`src/rtl/jtag_master_pkg.sv`:
```
// jtag_master_pkg: command ops, sequencer states and TMS header patterns
// shared by the JTAG master control files.
package jtag_master_pkg;

    typedef enum logic [1:0] {
        OP_RESET = 2'b00,
        OP_IR    = 2'b01,
        OP_DR    = 2'b10,
        OP_IDLE  = 2'b11
    } cmd_op_e;

    typedef enum logic [2:0] {
        S_AUTO_RST,
        S_IDLE,
        S_RST_SEQ,
        S_HDR,
        S_SHIFT,
        S_TAIL,
        S_IDLE_CLK,
        S_DONE
    } state_e;

    localparam int         RESET_ONES = 5;
    localparam logic [3:0] IR_HDR_TMS = 4'b0011;
    localparam logic [2:0] DR_HDR_TMS = 3'b001;

endpackage

```
`src/rtl/jtag_master_ctrl_if.sv`:
```
// jtag_master_ctrl_if: command/response port of the JTAG master.
interface jtag_master_ctrl_if #(
    parameter int REGISTER_SIZE = 32,
    parameter int LEN_W         = $clog2(REGISTER_SIZE + 1)
) ();
    import jtag_master_pkg::*;

    logic                     CMD_VALID;
    logic                     CMD_READY;
    cmd_op_e                  CMD_OP;
    logic [LEN_W-1:0]         CMD_LEN;
    logic [REGISTER_SIZE-1:0] CMD_DATA;
    logic                     RSP_VALID;
    logic [REGISTER_SIZE-1:0] RSP_DATA;

    modport master (
        output CMD_VALID, CMD_OP, CMD_LEN, CMD_DATA,
        input  CMD_READY, RSP_VALID, RSP_DATA
    );

    modport slave (
        input  CMD_VALID, CMD_OP, CMD_LEN, CMD_DATA,
        output CMD_READY, RSP_VALID, RSP_DATA
    );
endinterface

```
`src/rtl/jtag_master_tck_gen.sv`:
```
// jtag_master_tck_gen: TCK at CLK/2 while enabled, parked low otherwise.
module jtag_master_tck_gen (
    input  logic clk_i,
    input  logic rst_i,
    input  logic en_i,
    output logic tck_o,
    output logic rise_stb_o,
    output logic fall_stb_o
);
    logic tck_q, tck_d;

    // Strobes mark the CLK edge that is about to move TCK.
    assign rise_stb_o = en_i && !tck_q;
    assign fall_stb_o = en_i && tck_q;
    assign tck_d      = en_i ? !tck_q : 1'b0;
    assign tck_o      = tck_q;

    always_ff @(posedge clk_i or posedge rst_i) begin
        if (rst_i) begin
            tck_q <= 1'b0;
        end else begin
            tck_q <= tck_d;
        end
    end
endmodule

```
`src/rtl/jtag_master_ctrl.sv`:
```
// jtag_master_ctrl: command-driven JTAG TAP sequencer, TCK = CLK/2.
// Define JTAG_MASTER_CAPTURE_EN to return captured TDO on RSP_DATA.
module jtag_master_ctrl
    import jtag_master_pkg::*;
#(
    parameter int REGISTER_SIZE = 32,
    parameter int LEN_W         = $clog2(REGISTER_SIZE + 1)
) (
    input  logic              CLK,
    input  logic              RST,
    jtag_master_ctrl_if.slave bus,
    output logic              BUSY,
    output logic              TCK,
    output logic              TMS,
    output logic              TDI,
    input  logic              TDO
);
    localparam int IDX_W = $clog2(REGISTER_SIZE);

    state_e                   state_q, state_d;
    cmd_op_e                  op_q, op_d;
    logic [LEN_W-1:0]         cnt_q, cnt_d, len_q, len_d;
    logic [LEN_W-1:0]         len_c, seg_last;
    logic [REGISTER_SIZE-1:0] data_q, data_d;
    logic [3:0]               hdr_tms;
    logic                     tms_q, tms_d, tdi_q, tdi_d;
    logic                     arm_q, run, fire, last;
    logic                     rise_stb, fall_stb;

    // arm_q holds off TCK for one cycle so auto-reset lines up with commands
    assign run  = (state_q != S_IDLE) && (state_q != S_DONE) && !arm_q;
    assign fire = bus.CMD_VALID && bus.CMD_READY;
    assign len_c = (bus.CMD_LEN > LEN_W'(REGISTER_SIZE)) ?
                   LEN_W'(REGISTER_SIZE) : bus.CMD_LEN;
    assign last = (cnt_q == seg_last);
    assign hdr_tms = (op_d == OP_IR) ? IR_HDR_TMS : {1'b0, DR_HDR_TMS};

    assign bus.CMD_READY = (state_q == S_IDLE) || (state_q == S_DONE);
    assign bus.RSP_VALID = (state_q == S_DONE);
    assign BUSY = (state_q != S_IDLE);
    assign TMS  = tms_q;
    assign TDI  = tdi_q;

    jtag_master_tck_gen u_tck (
        .clk_i      (CLK),
        .rst_i      (RST),
        .en_i       (run),
        .tck_o      (TCK),
        .rise_stb_o (rise_stb),
        .fall_stb_o (fall_stb)
    );

    always_comb begin
        seg_last = '0;
        unique case (state_q)
            S_AUTO_RST, S_RST_SEQ: seg_last = LEN_W'(RESET_ONES);
            S_HDR: seg_last = (op_q == OP_IR) ? LEN_W'(3) : LEN_W'(2);
            S_SHIFT, S_IDLE_CLK: seg_last = len_q - LEN_W'(1);
            S_TAIL: seg_last = LEN_W'(1);
            default: seg_last = '0;
        endcase
    end

    always_comb begin
        state_d = state_q;
        cnt_d   = cnt_q;
        op_d    = op_q;
        len_d   = len_q;
        data_d  = data_q;
        unique case (state_q)
            S_IDLE, S_DONE: begin
                state_d = S_IDLE;
                if (fire) begin
                    op_d   = bus.CMD_OP;
                    len_d  = len_c;
                    data_d = bus.CMD_DATA;
                    cnt_d  = '0;
                    if (bus.CMD_OP == OP_RESET) state_d = S_RST_SEQ;
                    else if (len_c == '0)       state_d = S_DONE;
                    else if (bus.CMD_OP == OP_IDLE) state_d = S_IDLE_CLK;
                    else                        state_d = S_HDR;
                end
            end
            default: begin
                if (fall_stb) begin
                    cnt_d = cnt_q + LEN_W'(1);
                    if (last) begin
                        cnt_d = '0;
                        unique case (state_q)
                            S_AUTO_RST: state_d = S_IDLE;
                            S_HDR:      state_d = S_SHIFT;
                            S_SHIFT:    state_d = S_TAIL;
                            default:    state_d = S_DONE;
                        endcase
                    end
                end
            end
        endcase
    end

    // Pin values for the bit being entered; unchanged while a bit is held.
    always_comb begin
        tms_d = 1'b0;
        tdi_d = 1'b0;
        unique case (state_d)
            S_AUTO_RST, S_RST_SEQ: tms_d = (cnt_d < LEN_W'(RESET_ONES));
            S_HDR: tms_d = hdr_tms[cnt_d[1:0]];
            S_SHIFT: begin
                tms_d = (cnt_d == len_d - LEN_W'(1));
                tdi_d = data_d[cnt_d[IDX_W-1:0]];
            end
            S_TAIL: tms_d = (cnt_d == '0);
            default: ;
        endcase
    end

    always_ff @(posedge CLK or posedge RST) begin
        if (RST) begin
            state_q <= S_AUTO_RST;
            op_q    <= OP_RESET;
            cnt_q   <= '0;
            len_q   <= '0;
            data_q  <= '0;
            tms_q   <= 1'b1;
            tdi_q   <= 1'b0;
            arm_q   <= 1'b1;
        end else begin
            state_q <= state_d;
            op_q    <= op_d;
            cnt_q   <= cnt_d;
            len_q   <= len_d;
            data_q  <= data_d;
            tms_q   <= tms_d;
            tdi_q   <= tdi_d;
            arm_q   <= 1'b0;
        end
    end

`ifdef JTAG_MASTER_CAPTURE_EN
    logic [REGISTER_SIZE-1:0] cap_q, rsp_q;

    always_ff @(posedge CLK or posedge RST) begin
        if (RST) begin
            cap_q <= '0;
            rsp_q <= '0;
        end else begin
            if (fire) begin
                cap_q <= '0;
            end else if (rise_stb && state_q == S_SHIFT) begin
                cap_q[cnt_q[IDX_W-1:0]] <= TDO;
            end
            if (state_d == S_DONE) begin
                rsp_q <= fire ? '0 : cap_q;
            end
        end
    end

    assign bus.RSP_DATA = rsp_q;
`else
    logic unused_cap;

    assign unused_cap   = TDO ^ rise_stb;
    assign bus.RSP_DATA = '0;
`endif

endmodule

```
`src/flat_wrapper.sv`:
```
// flat-port wrapper written by rule: the top's interface ports become plain ports
module jtag_master_ctrl_flat import jtag_master_pkg::*;
#(
    parameter int REGISTER_SIZE = 32,
    parameter int LEN_W         = $clog2(REGISTER_SIZE + 1)
)
  (CLK, RST, BUSY, TCK, TMS, TDI, TDO, bus_CMD_VALID, bus_CMD_OP, bus_CMD_LEN, bus_CMD_DATA, bus_CMD_READY, bus_RSP_VALID, bus_RSP_DATA);
  jtag_master_ctrl_if #(.REGISTER_SIZE(REGISTER_SIZE), .LEN_W(LEN_W)) bus_i ();
  input  logic CLK;
  input  logic RST;
  output logic BUSY;
  output logic TCK;
  output logic TMS;
  output logic TDI;
  input  logic TDO;
  input wire logic [$bits(bus_i.CMD_VALID)-1:0] bus_CMD_VALID;
  input wire logic [$bits(bus_i.CMD_OP)-1:0] bus_CMD_OP;
  input wire logic [$bits(bus_i.CMD_LEN)-1:0] bus_CMD_LEN;
  input wire logic [$bits(bus_i.CMD_DATA)-1:0] bus_CMD_DATA;
  output wire logic [$bits(bus_i.CMD_READY)-1:0] bus_CMD_READY;
  output wire logic [$bits(bus_i.RSP_VALID)-1:0] bus_RSP_VALID;
  output wire logic [$bits(bus_i.RSP_DATA)-1:0] bus_RSP_DATA;
  assign bus_i.CMD_VALID = bus_CMD_VALID;
  assign bus_i.CMD_OP = bus_CMD_OP;
  assign bus_i.CMD_LEN = bus_CMD_LEN;
  assign bus_i.CMD_DATA = bus_CMD_DATA;
  assign bus_CMD_READY = bus_i.CMD_READY;
  assign bus_RSP_VALID = bus_i.RSP_VALID;
  assign bus_RSP_DATA = bus_i.RSP_DATA;
  jtag_master_ctrl #(.REGISTER_SIZE(REGISTER_SIZE), .LEN_W(LEN_W)) u_core (.CLK(CLK), .RST(RST), .bus(bus_i), .BUSY(BUSY), .TCK(TCK), .TMS(TMS), .TDI(TDI), .TDO(TDO));
endmodule
```
`config.mk`:
```
export PLATFORM = sky130hd
export DESIGN_NAME = jtag_master_ctrl_flat
export DESIGN_NICKNAME = d
export VERILOG_FILES = /design/src/rtl/jtag_master_pkg.sv /design/src/rtl/jtag_master_ctrl_if.sv /design/src/rtl/jtag_master_tck_gen.sv /design/src/rtl/jtag_master_ctrl.sv /design/src/flat_wrapper.sv
export SDC_FILE = /design/constraint.sdc
export NUM_CORES = 1
export LEC_CHECK = 0
export CORE_MARGIN = 4
export CORE_UTILIZATION = 35
export DETAILED_ROUTE_END_ITERATION = 8
export PLACE_DENSITY_LB_ADDON = 0.12
export SLEW_MARGIN = 0
export SYNTH_ARGS = -nofsm -noshare
export SYNTH_HDL_FRONTEND = slang
export SYNTH_HIERARCHICAL = 1
export SYNTH_SLANG_ARGS = --single-unit
```
`constraint.sdc`:
```
create_clock -name CLK -period 4.6 [get_ports CLK]
set_input_delay 0.92 -clock CLK [delete_from_list [all_inputs] [get_ports CLK]]
set_output_delay 0.92 -clock CLK [all_outputs]
set_load 0.05 [all_outputs]
```
==> results of run 1 <==
## cell families (layout without fill, tap and decap cells)
family / count (synthesis) / after routing / share of synthesized area (%)
AO/OA/AOI/OAI: 73 / 73 / 16.8
XOR/XNOR: 11 / 11 / 3.20
adder cells (fa/ha/maj): 3 / 3 / 1.09
buffers and inverters: 66 / 81 / 10.9
flip-flops: 53 / 53 / 38.6
multiplexers: 12 / 12 / 3.49
other: 1 / 33 / 0.109
AND/OR/NAND/NOR: 195 / 195 / 25.8
## registers in the layout, summed over array words and instances, names as in the netlist
| name | flops |
|---|---|
| u_core/data_q | 32 |
| u_core/TDI | 1 |
| u_core/arm_q | 1 |
| u_core/op_q | 2 |
| u_core/u_tck/tck_o | 1 |
| u_core/TMS | 1 |
| u_core/state_q | 3 |
| u_core/len_q | 6 |
| u_core/cnt_q | 6 |
## synthesized netlist by cell type, drive strengths merged (3+ instances only)
master  instances
inv            19
and2            3
a21oi          10
nand2b          5
a21o            7
nor3            7
nor2           23
xnor2           6
o21a            3
o21ai          10
nand2         122
mux2i          12
o221ai          3
o211ai         17
xor2            4
nor3b           4
nand3           9
ha              3
clkbuf          7
dfrtp          51
nor4            3
nor2b           4
and3            3
buf            40
## worst reg2reg max path, stage by stage (launching register included)
cell	delay [ns]
dfrtp_1	0.51
xnor2_1	0.20
nand2_1	0.11
inv_1	0.11
nor2_1	0.12
and2_2	0.22
nand2_1	0.07
mux2i_1	0.22
o2111ai_4	0.25
o21ai_1	0.20
buf_4	0.22
nand2_2	0.32
mux2i_1	0.24
o211ai_1	0.20
nand3_1	0.11
o32ai_1	0.28
## power groups by stage
stage	Combinational (uW)	Clock (uW)	Sequential [uW]
after floorplan	924	0	700
after detailed placement	1160	0	724
after global placement	1140	0	722
after CTS	1160	357	713
after global routing	1290	372	738
final	1160	347	713
## routing by layer
metal	vias to the layer above	global-route usage (%)
met4	0	3.29
li1	1441	-
met5	-	0
met1	1367	20.0
met2	60	25.8
met3	6	2.83
## final cells by class
type	count	area (sq um)	area share [%]
clock buffer	5	68.8	1.69
sequential	53	1330	32.7
clock inverter	3	50.0	1.23
multi-input combinational	327	1860	45.7
inverter	19	71.3	1.75
tap	129	161	3.97
timing repair buffer	54	526	12.9
## final timing paths
kind,startpoint,endpoint,slack (ns),depth (start not counted)
min in group asynchronous,RST,u_core/u_tck/tck_o,0.77,2
max in group asynchronous,RST,u_core/TMS,2.71,3
setup reg to reg,u_core/state_q[2],u_core/TDI,1.14,15
hold / removal,u_core/data_q[28],u_core/data_q[28],0.48,2
hold reg to reg,u_core/data_q[28],u_core/data_q[28],0.48,2
setup / recovery,bus_CMD_VALID,u_core/TMS,0.92,9
## metrics by stage
stage,hold slack (ns),cells,instance area (sq um)
CTS,0.490,590,4060
finish,0.484,590,4060
floorplan,0.440,446,3560
global route,0.504,590,4060
global placement,0.455,582,3950
detailed placement,0.462,582,3950
==> flow_summary.toml, run 1 <==
[logic_synthesis]
netlist_top_cells_area = "dfrtp_1 (37%), nand2_1 (13%), buf_4 (7.0%)"
ys_ff_latch = 53
synthArstFlopShare_pct = 100
netlist_area_sq_um = 3440
syn-instance-count = 414
yosysWarnings = 6
synth_top_area_cell = "dfrtp_1"
seq_area_frac_synth_pct = 38.6
ys_types = 64
synthFlopType = "dfrtp_1"
yosys.area.top_type_share_pct = 37.1
avgSynthCellArea_sq_um = 8.31
synth_edf_count = 0

[setup_path]
cp_slowest_cell = "clkdlybuf4s50_1"
end_kind = "flop"
critical_path_buf_inv_count = 2
worstPathArrival_ns = 3.94
slowest_delay_ns = 0.58
cp-start-kind = "input port"
crit_chain = "clkdlybuf4s50_1 -> and3_1 -> mux2i_1 -> inv_1 -> nor3_1 -> nand3_1 -> a211o_1 -> a211oi_1 -> a311o_1"
setup.worst_path.class = "input port to flop"
required_ns = 4.86
cp_top_family = "simple AND/OR/NAND/NOR gates"
cp_max_fo = 12

[global_routing]
grt_max_degree = 36
track_usage_pct = 15.1
grt_pass1_wl_microns = 14000
antenna_found_initial = 0
gr-total-overflow = 0
grt_pass1_vias = 2784

[floorplan]
die_h_microns = 107
die_area_sq_um = 11500
num_rows = 35
coreArea_sq_um = 9420
initial_core_util_pct = 36.5
io_pins = 82
die_x_microns = 107

[clocking]
clock_tree.root_cell = "clkbuf_8"
path_clk_slew_ns = 0.11
clkLatencyLatePin_ns = 0.32
clockBufferDepth = 2
cts_num_sinks = 53
cts_tree = "yes"
cts_hold_buf = 0
cts_resized = 0
htree_levels = 2
cts_buffers = 5
post_cts_buffers = 0

[place]
io_buffers = 48
gp_congestion = 0.819
dp_slack_ns = 0.658
dp_hpwl_microns = 6330

[detailed_routing]
wire_per_inst_microns = 14.4
vias = 2874
top_layer = "met4"
drt-pass1-iter-count = 4
wl_met3_microns = 369
drtIter0Drc = 132
viasPerCell = 4.87
final_antenna_net_count = 0
wl_microns = 8510
wl_met2_microns = 4210
drc = 0
wl_met1_microns = 3870

[pwr]
power_uw = 2220
ir_drop_mv = 0.197
p_switching_uw = 995
p_per_area_nw_per_um2 = 545
netSwitchingFraction_pct = 44.9
clockPowerShare_pct = 15.6
p_seq_share_pct = 32.2
internal_power_uw = 1220
power_frac_comb_pct = 52.2
leakage_uw = 0.00198

[finish]
layout.nets = 507
final_layout_size_suffix_gt1_share_pct = 6.72
layout.cells.most_common = "nand2_1"
area_growth_pct = 18.1
diodes = 0
final_cell_mix = "nand2_1 (121), dfrtp_1 (51), clkdlybuf4s50_1 (48)"
fillers = 988
fin_util_pct = 43.2

[timing]
hold_violations = 0
fin_crit_sh_pct = 80.0
setup_slack_ns = 0.918
setup_viol = 0
finalCriticalPeriod_ns = 3.68
setup_tns_ns = 0
worstMarginPinSlew_ns = 0.759
maxSlewHeadroom_pct = 49.3
drv_slew = 0
grt_setup_unrepaired = "false"
final.setup_skew_ns = 0.00585
fmax_mhz = 272

[run_status]
status = "complete, no violations"

[worst_hold_path]
hp-class = "flop to flop"

[flow_run]
maxCapViolCount = 0
Power figures use the tool's default switching activity.
==> inputs of run 2 (changes only) <==
==> constraint.sdc (replaced) <==
create_clock -name CLK -period 3.7 [get_ports CLK]
set_input_delay 0.74 -clock CLK [delete_from_list [all_inputs] [get_ports CLK]]
set_output_delay 0.74 -clock CLK [all_outputs]
set_load 0.05 [all_outputs]
==> run 2 against run 1 <==
Compared with the run above: sequential power rose by 23%; non-clock buffer count rose by 7; global-route usage is 0.37 points higher; largest cell class unchanged; register-to-register slack worse by 0.84 ns; hold slack barely moved; critical path type is now flop to flop; clock power increased by 6.1%; critical endpoint unchanged; sequential share of layout area decreased by 0.32 points; design area rose by 0.99%; setup slack lost 0.61 ns.
==> flow_summary.toml, run 2 (synthesized netlist as in run 1, its figures left out) <==
[pwr]
power_uw = 2750
power_frac_comb_pct = 54.7
ir_drop_mv = 0.256
leakage_uw = 0.00201
clockPowerShare_pct = 13.4
netSwitchingFraction_pct = 45.5
p_seq_share_pct = 31.9
p_per_area_nw_per_um2 = 671
internal_power_uw = 1500
p_switching_uw = 1250

[clocking]
path_clk_slew_ns = 0.10
clock_tree.root_cell = "clkbuf_8"
cts_tree = "yes"
cts_buffers = 5
clockBufferDepth = 2
post_cts_buffers = 0
cts_hold_buf = 0
cts_num_sinks = 53
htree_levels = 2
clkLatencyLatePin_ns = 0.32

[detailed_routing]
drc = 0
viasPerCell = 4.90
vias = 2928
wire_per_inst_microns = 14.6
final_antenna_net_count = 0
drtIter0Drc = 123
drt-pass1-iter-count = 4
wl_microns = 8700

[global_routing]
antenna_found_initial = 0
grt_pass1_vias = 2845
grt_max_degree = 36
gr-total-overflow = 0
track_usage_pct = 15.5
grt_pass1_wl_microns = 14200

[place]
gp_congestion = 0.827
detailed_place.area_sq_um = 4000
dp_hpwl_microns = 6480
io_buffers = 48
dp.cells = 589

[finish]
multi_input_area_sq_um = 1870
layout.nets = 514
final_layout_size_suffix_gt1_share_pct = 8.33
layout.cells.most_common = "nand2_1"
regMostFlops = "u_core/data_q"
final_area_sq_um = 4100
area.sequential_sq_um = 1330
fin_cells = 597
area_growth_pct = 19.3
fillers = 963
diodes = 0
largest_reg_flops = 32
reg_top3 = "u_core/data_q (32), u_core/cnt_q (6), u_core/len_q (6)"
final_cell_mix = "nand2_1 (121), dfrtp_1 (51), clkdlybuf4s50_1 (48)"

[floorplan]
die_h_microns = 107
num_rows = 35
initial_core_util_pct = 36.5
coreArea_sq_um = 9420
die_area_sq_um = 11500
die_x_microns = 107
io_pins = 82

[setup_path]
cp_top_family = "compound AO/OA/AOI/OAI gates"
required_ns = 3.96
critical_path_buf_inv_count = 1
cp_slowest_cell = "dfrtp_1"
slowest_delay_ns = 0.45
end_kind = "flop"
cp-start-kind = "flop"
crit_chain = "inv_1 -> ha_1 -> nor3b_2 -> xnor3_1 -> a41o_1 -> a21oi_2 -> o211ai_2 -> a22oi_4 -> nand3_1 -> a211o_1 -> a211oi_1 -> a311o_1"
cp_max_fo = 10
setup.worst_path.class = "flop to flop"
worstPathArrival_ns = 3.66

[run_status]
status = "complete, no violations"

[timing]
maxSlewHeadroom_pct = 61.4
worstMarginPinSlew_ns = 0.574
setup_viol = 0
drv_slew = 0
whs_ns = 0.484
setup_tns_ns = 0
hold_violations = 0
final.setup_skew_ns = 0.00796
fmax_mhz = 294
grt_setup_unrepaired = "false"
fin_crit_sh_pct = 91.8
finalCriticalPeriod_ns = 3.40

[flow_run]
maxCapViolCount = 0

[worst_hold_path]
hp-class = "flop to flop"
run 2: cell count changes in the layout (fill, tap and decap cells not counted):
cell | before | now
buf_4 | 6 | 13
bufinv_16 | 1 | 0
clkbuf_8 | 5 | 6
clkinv_4 | 1 | 0
clkinvlp_4 | 0 | 1
inv_6 | 0 | 1
inv_8 | 1 | 0
xnor2_1 | 6 | 5
xnor2_2 | 0 | 1
run 2: layout make-up:
type / instances / share of cell area [%]
Inverter: 19 / 1.74
Sequential cell: 53 / 32.4
Multi-Input combinational cell: 327 / 45.5
Clock buffer: 6 / 2.01
Timing Repair Buffer: 61 / 14.1
Tap cell: 129 / 3.93
Clock inverter: 2 / 0.396
run 2: metal layers:
layer | share of wire (%) | vias to the layer above | GRT usage, %
met5 | 0 | - | 0
met3 | 5.1 | 12 | 2.71
met2 | 48 | 87 | 26.0
li1 | - | 1455 | -
met1 | 45 | 1374 | 20.5
met4 | 1.3 | 0 | 4.47
run 2: timing repair:
item	4_1_cts	5_1_grt
hold endpoints to repair	0	0
gates resized for setup	0	1
setup endpoints to repair	0	1
run 2: power groups by stage:
stage	clock, uW	sequential (uW)	combinational [uW]
after floorplan	0	870	1150
after global placement	0	887	1480
after detailed placement	0	887	1500
after CTS	383	876	1510
after global routing	405	903	1670
final	368	878	1510
run 2: per-stage QoR:
stage | setup slack [ns] | utilization [%]
after floorplan | 0.217 | -
after global placement | 0.300 | 42.5
after detailed placement | 0.300 | 42.5
after CTS | 0.284 | 43.5
after global routing | 0.0213 | 43.6
final | 0.303 | 43.6
run 2: worst register-to-register path, cell delays in order, from the launching register on:
cell and delay [ns]:
dfrtp_1 0.45, inv_1 0.08, ha_1 0.17, nor3b_2 0.23, xnor3_1 0.24, a41o_1 0.25, a21oi_2 0.43, o211ai_2 0.18
a22oi_4 0.39, nand3_1 0.12, a211o_1 0.32, a211oi_1 0.30, a311o_1 0.17
run 2: path summary, 6_finish.rpt:
| path | start | end | slack (ns) | depth (start not counted) |
|---|---|---|---|---|
| max in group asynchronous | RST | u_core/TMS | 2.35 | 3 |
| setup / recovery | u_core/len_q[0] | u_core/TMS | 0.30 | 12 |
| setup reg to reg | u_core/len_q[0] | u_core/TMS | 0.30 | 12 |
| hold / removal | u_core/data_q[30] | u_core/data_q[30] | 0.48 | 2 |
| min in group asynchronous | RST | u_core/u_tck/tck_o | 0.62 | 2 |
| hold reg to reg | u_core/data_q[30] | u_core/data_q[30] | 0.48 | 2 |
==> edit 1: new RTL, settings of run 1 <==
`REGISTER_SIZE` is set to 32 in 3 places; all go to 128.
--- a/src/rtl/jtag_master_ctrl_if.sv
+++ b/src/rtl/jtag_master_ctrl_if.sv
@@ -1,6 +1,6 @@
 // jtag_master_ctrl_if: command/response port of the JTAG master.
 interface jtag_master_ctrl_if #(
-    parameter int REGISTER_SIZE = 32,
+    parameter int REGISTER_SIZE = 128,
     parameter int LEN_W         = $clog2(REGISTER_SIZE + 1)
 ) ();
     import jtag_master_pkg::*;
--- a/src/rtl/jtag_master_ctrl.sv
+++ b/src/rtl/jtag_master_ctrl.sv
@@ -3,7 +3,7 @@
 module jtag_master_ctrl
     import jtag_master_pkg::*;
 #(
-    parameter int REGISTER_SIZE = 32,
+    parameter int REGISTER_SIZE = 128,
     parameter int LEN_W         = $clog2(REGISTER_SIZE + 1)
 ) (
     input  logic              CLK,
--- a/src/flat_wrapper.sv
+++ b/src/flat_wrapper.sv
@@ -1,7 +1,7 @@
 // flat-port wrapper written by rule: the top's interface ports become plain ports
 module jtag_master_ctrl_flat import jtag_master_pkg::*;
 #(
-    parameter int REGISTER_SIZE = 32,
+    parameter int REGISTER_SIZE = 128,
     parameter int LEN_W         = $clog2(REGISTER_SIZE + 1)
 )
   (CLK, RST, BUSY, TCK, TMS, TDI, TDO, bus_CMD_VALID, bus_CMD_OP, bus_CMD_LEN, bus_CMD_DATA, bus_CMD_READY, bus_RSP_VALID, bus_RSP_DATA);
Ports: changed (resized bus_CMD_DATA, bus_CMD_LEN and bus_RSP_DATA); port bits go from 82 to 276. The function was not compared with the original's and may differ.
==> edit 1 against run 1 <==
  * Wire length rose to 2.9 times the old value
  * Synthesized area grew to 2.7 times the old value
  * Critical endpoint is now u_core/TDI
  * Sequential power rose to 3.1 times the old value
  * Worst hold slack got worse by 0.014 ns
  * Setup slack got worse by 0.63 ns
  * Non-clock buffer count grew 127
  * Sequential cell count grew 100
  * Final cell count rose to 2.7 times the old value
  * Total power grew to 3.3 times the old value
  * Design area increased to 2.7 times the old value
==> edit 1: results (changes against run 1) <==
[setup_path]
worstSetupEndpoint=u_core/TDI
cpPeakStageDelay_ns=0.45  ; -0.13 ns
r2r_setup_slack_ns=0.29  ; -0.85 ns
cp_slowest_cell=dfrtp_1
worstPathArrival_ns=4.61  ; +0.67 ns
crit_start=u_core/len_q[0]
cp_max_fo=18  ; +6
r2r_cells=16  ; +1

[detailed_routing]
drtIter0Drc=559  ; +320%
vias=7434  ; +160%
drt_pass1_iterations=5  ; +1
drt-total-wl_mm=25.1  ; +190%

[yosys]
synth_warnings=6  ; unchanged
ys_types=80  ; +25%
ys.flop_type=dfrtp_1
ys_seq_area_share_pct=41.8  ; +3.2 points
avgSynthCellArea_um2=8.25  ; -0.73%
synth_area_leaders=dfrtp_1 41%, nand2_1 17%, buf_4 11%
synth_edf_count=0  ; unchanged
synth_common_cells=406 x nand2_1, 151 x dfrtp_1, 131 x buf_4
async_flop_share_pct=100  ; unchanged

[pwr]
leakagePower_nw=5.54  ; +180%
ir_drop_mv=0.256  ; +30%

[clock_network]
htree_levels=4  ; +2
clk_latency_ns=0.42  ; +0.10 ns
cts_buffers=17  ; +12
root_buffer=clkbuf_16
clk_pin_slew_ns=0.06  ; -0.05 ns
clk_path_buf_depth=2  ; unchanged

[outcome]
status=finished clean

[global_routing]
grt_pass1_vias=7178  ; +160%
grt_pass1_wl_mm=39.1  ; +180%
grt_max_degree=153  ; +330%
grtUsageTotal_pct=17.1  ; +1.9 points
antenna_found_initial=0  ; unchanged

[placed_design]
gp_congestion=0.835  ; +1.9%
dp_hpwl_mm=18.0  ; +180%
portBuffers=146  ; +200%

[finish]
drive_gt1_share_pct=7.67  ; +0.95 points
top_regs=u_core/data_q (128), u_core/cnt_q (8), u_core/len_q (8)
finalNetCount=1397  ; +180%
diodes=0  ; unchanged
fin_cells=1594  ; +170%

[sta]
tightestPinTransition_ns=0.934  ; +0.175 ns
fin_worst_skew_ns=0.00970  ; +0.00384 ns

[worst_hold_path]
hp-class=reg -> reg

edit 1: how the worst min path moves through the flow:
stage | from | to | depth (start not counted)
floorplan | u_core/data_q[115] | u_core/data_q[115] | 2
global placement | u_core/data_q[66] | u_core/data_q[66] | 2
detailed placement | u_core/data_q[66] | u_core/data_q[66] | 2
CTS | u_core/data_q[66] | u_core/data_q[66] | 2
global route | u_core/data_q[85] | u_core/data_q[85] | 2
finish | u_core/data_q[31] | u_core/data_q[31] | 2
edit 1: worst max-delay path: cells and delay by family (launching register included):
family	cells	cell delay, ns
buf+inv	3	0.62
simple gates	5	1.58
flops	1	0.45
fa+ha+maj	1	0.19
compound gates	7	1.34
edit 1: area by class of cell:
cell class,count,area (µm²)
Sequential cell,153,3830
Timing Repair Buffer,181,1800
Clock inverter,12,115
Multi-Input combinational cell,872,4440
Inverter,27,105
Fill cell,2610,14300
Tap cell,330,413
Clock buffer,19,443
edit 1: stage by stage:
stage	hold WS, ns	util [%]	worst slack (ns)	instance area, µm²
after floorplan	0.433	-	0.735	9650
after global placement	0.451	41.5	0.259	10600
after detailed placement	0.455	41.5	0.227	10600
after CTS	0.471	43.6	0.195	11100
after global routing	0.484	43.8	0.00274	11100
final	0.470	43.8	0.289	11100
edit 1: logic make-up (layout without fill, tap and decap cells):
family	after synthesis	in the layout	share of synthesized area, %
flops	153	153	41.8
buf+inv	214	239	15.2
compound gates	127	127	10.4
simple gates	547	547	24.8
other cells	1	129	0.0409
xor+xnor	24	24	2.59
mux	41	41	4.59
fa+ha+maj	4	4	0.519
edit 1: repair_timing:
| item | in CTS | in global routing |
|---|---|---|
| hold buffers | 0 | 0 |
| setup endpoints to repair | 0 | 1 |
| resized for setup | 0 | 0 |
| buffers inserted | 0 | 4 |
edit 1: per-layer routing:
layer | vias up | wire length (µm) | GRT usage, %
met5 | - | 0 | 0
met4 | 0 | 344 | 4.13
met3 | 22 | 1340 | 3.62
met2 | 228 | 11500 | 26.1
met1 | 3507 | 11900 | 24.8
li1 | 3677 | - | -
edit 1: report_power, final:
part,internal (mW),switching (mW)
Sequential,1.93,0.268
Combinational,1.49,2.32
Clock,0.764,0.594
==> edit 2: new RTL, settings of run 1 <==
Made on the original files. Encoding of `state_e`: now Gray code (3 bits for 8 states).
--- a/src/rtl/jtag_master_pkg.sv
+++ b/src/rtl/jtag_master_pkg.sv
@@ -10,14 +10,14 @@
     } cmd_op_e;
 
     typedef enum logic [2:0] {
-        S_AUTO_RST,
-        S_IDLE,
-        S_RST_SEQ,
-        S_HDR,
-        S_SHIFT,
-        S_TAIL,
-        S_IDLE_CLK,
-        S_DONE
+        S_AUTO_RST = 3'b000,
+        S_IDLE     = 3'b001,
+        S_RST_SEQ  = 3'b011,
+        S_HDR      = 3'b010,
+        S_SHIFT    = 3'b110,
+        S_TAIL     = 3'b111,
+        S_IDLE_CLK = 3'b101,
+        S_DONE     = 3'b100
     } state_e;
 
     localparam int         RESET_ONES = 5;
Behaviour: same outputs for any inputs over 10 cycles, from zero or initial values and one cycle with RST high; not proved beyond that.
==> edit 2 against run 1 <==
  * Synthesized area fell by 2.1%
  * Sequential cell count did not move
  * Setup slack got worse by 0.22 ns
  * Critical path depth rose by 6
  * Design area fell by 2.1%
  * Total power rose by 19%
  * Sequential share of layout area rose by 0.69 points
  * First-iteration DRC count fell by 14%
  * Wire length fell by 4.9%
  * Critical endpoint is now u_core/TDI
  * Largest cell class unchanged
==> edit 2: results (changes against run 1) <==
[finish]
n_fill_cell=990  ; +0.20%
finalNetCount=513  ; +1.2%
drive_gt1_share_pct=6.64  ; -0.086 points

[yosys]
synth_area_leaders=dfrtp_1 38%, nand2_1 13%, buf_4 7.4%
ys_seq_area_share_pct=39.5  ; +0.83 points
ys_types=60  ; -6.3%

[clock_network]
clk_latency_ns=0.30  ; -0.02 ns

[setup_path]
cp_max_fo=15  ; +3
worstPathArrival_ns=4.10  ; +0.16 ns
cp_slowest_cell=a22oi_1
r2r_setup_slack_ns=0.69  ; -0.45 ns
cpPeakStageDelay_ns=0.63  ; +0.05 ns
path_delay_family=compound AO/OA/AOI/OAI gates

[worst_hold_path]
worst_hold_path.endpoint=u_core/data_q[13]

[detailed_routing]
vias_per_cell=4.72  ; -3.2%
wl_met3_um=281  ; -24%
met2_length_mm=3.76  ; -11%
wl_met1_mm=3.94  ; +1.9%

[placed_design]
dp_hpwl_mm=6.20  ; -2.1%
place_ws_ns=0.703  ; +0.0451 ns

[global_routing]
use_met1_pct=20.3  ; +0.32 points
grtUsageMet3_pct=1.82  ; -1.0 points
use_met2_pct=22.7  ; -3.1 points
grt_pass1_wl_mm=13.1  ; -6.0%
grt_max_degree=40  ; +11%

[pwr]
ir_drop_mv=0.265  ; +35%
leakagePower_nw=1.87  ; -5.6%

[sta]
fin_worst_skew_ns=0.0100  ; +0.00415 ns
relSlewSlack_pct=47.3  ; -2.0 points

[outcome]
status=finished clean

[edit 2: how the worst max path moves through the flow]
stage          slack (ns)          to               from  depth (start not counted)
2_1_floorplan        1.19  u_core/TMS  u_core/state_q[2]                         15
3_3_place_gp         0.74  u_core/TMS      bus_CMD_VALID                         12
3_5_place_dp         0.70  u_core/TMS      bus_CMD_VALID                         12
4_1_cts              0.71  u_core/TDI  u_core/state_q[0]                         15
5_1_grt              0.32  u_core/TDI  u_core/state_q[0]                         15
6_report             0.69  u_core/TDI  u_core/state_q[0]                         15
[edit 2: final cells by class]
cell class              instances  share of cell area [%]
well taps                     129                    4.06
clock buffers                   6                    1.82
inverters                      27                    2.55
flip-flops and latches         53                    33.4
clock inverters                 2                   0.975
multi-input cells             323                    43.6
repair buffers                 56                    13.6
[edit 2: report_power, final]
part           internal, mW  switching [mW]  total (mW)
Sequential            0.671           0.147       0.819
Combinational         0.580           0.917        1.50
Clock                 0.164           0.155       0.319
Total                  1.41            1.22        2.63
[edit 2: through the flow]
step	std cells	util (%)	hold slack, ns	cell area, µm²
6_report	596	42.9	0.474	3980
4_1_cts	596	42.9	0.482	3980
3_5_place_dp	588	41.7	0.458	3870
5_1_grt	596	42.9	0.503	3980
3_3_place_gp	588	41.7	0.457	3870
2_1_floorplan	452	-	0.436	3490
[edit 2: cell families after synthesis]
group                    after synthesis  share of synthesized area (%)
AO/OA/AOI/OAI                         68                           14.2
XOR/XNOR                              15                           3.90
adder cells (fa/ha/maj)                5                           1.71
buffers and inverters                 76                           12.6
flip-flops                            53                           39.5
multiplexers                          10                           3.01
other                                  1                          0.111
AND/OR/NAND/NOR                      192                           25.0
[edit 2: worst min-delay path: stages (launching register included)]
cell and delay, ns:
dfrtp_1 0.33, nand2_1 0.05, nand2_1 0.07
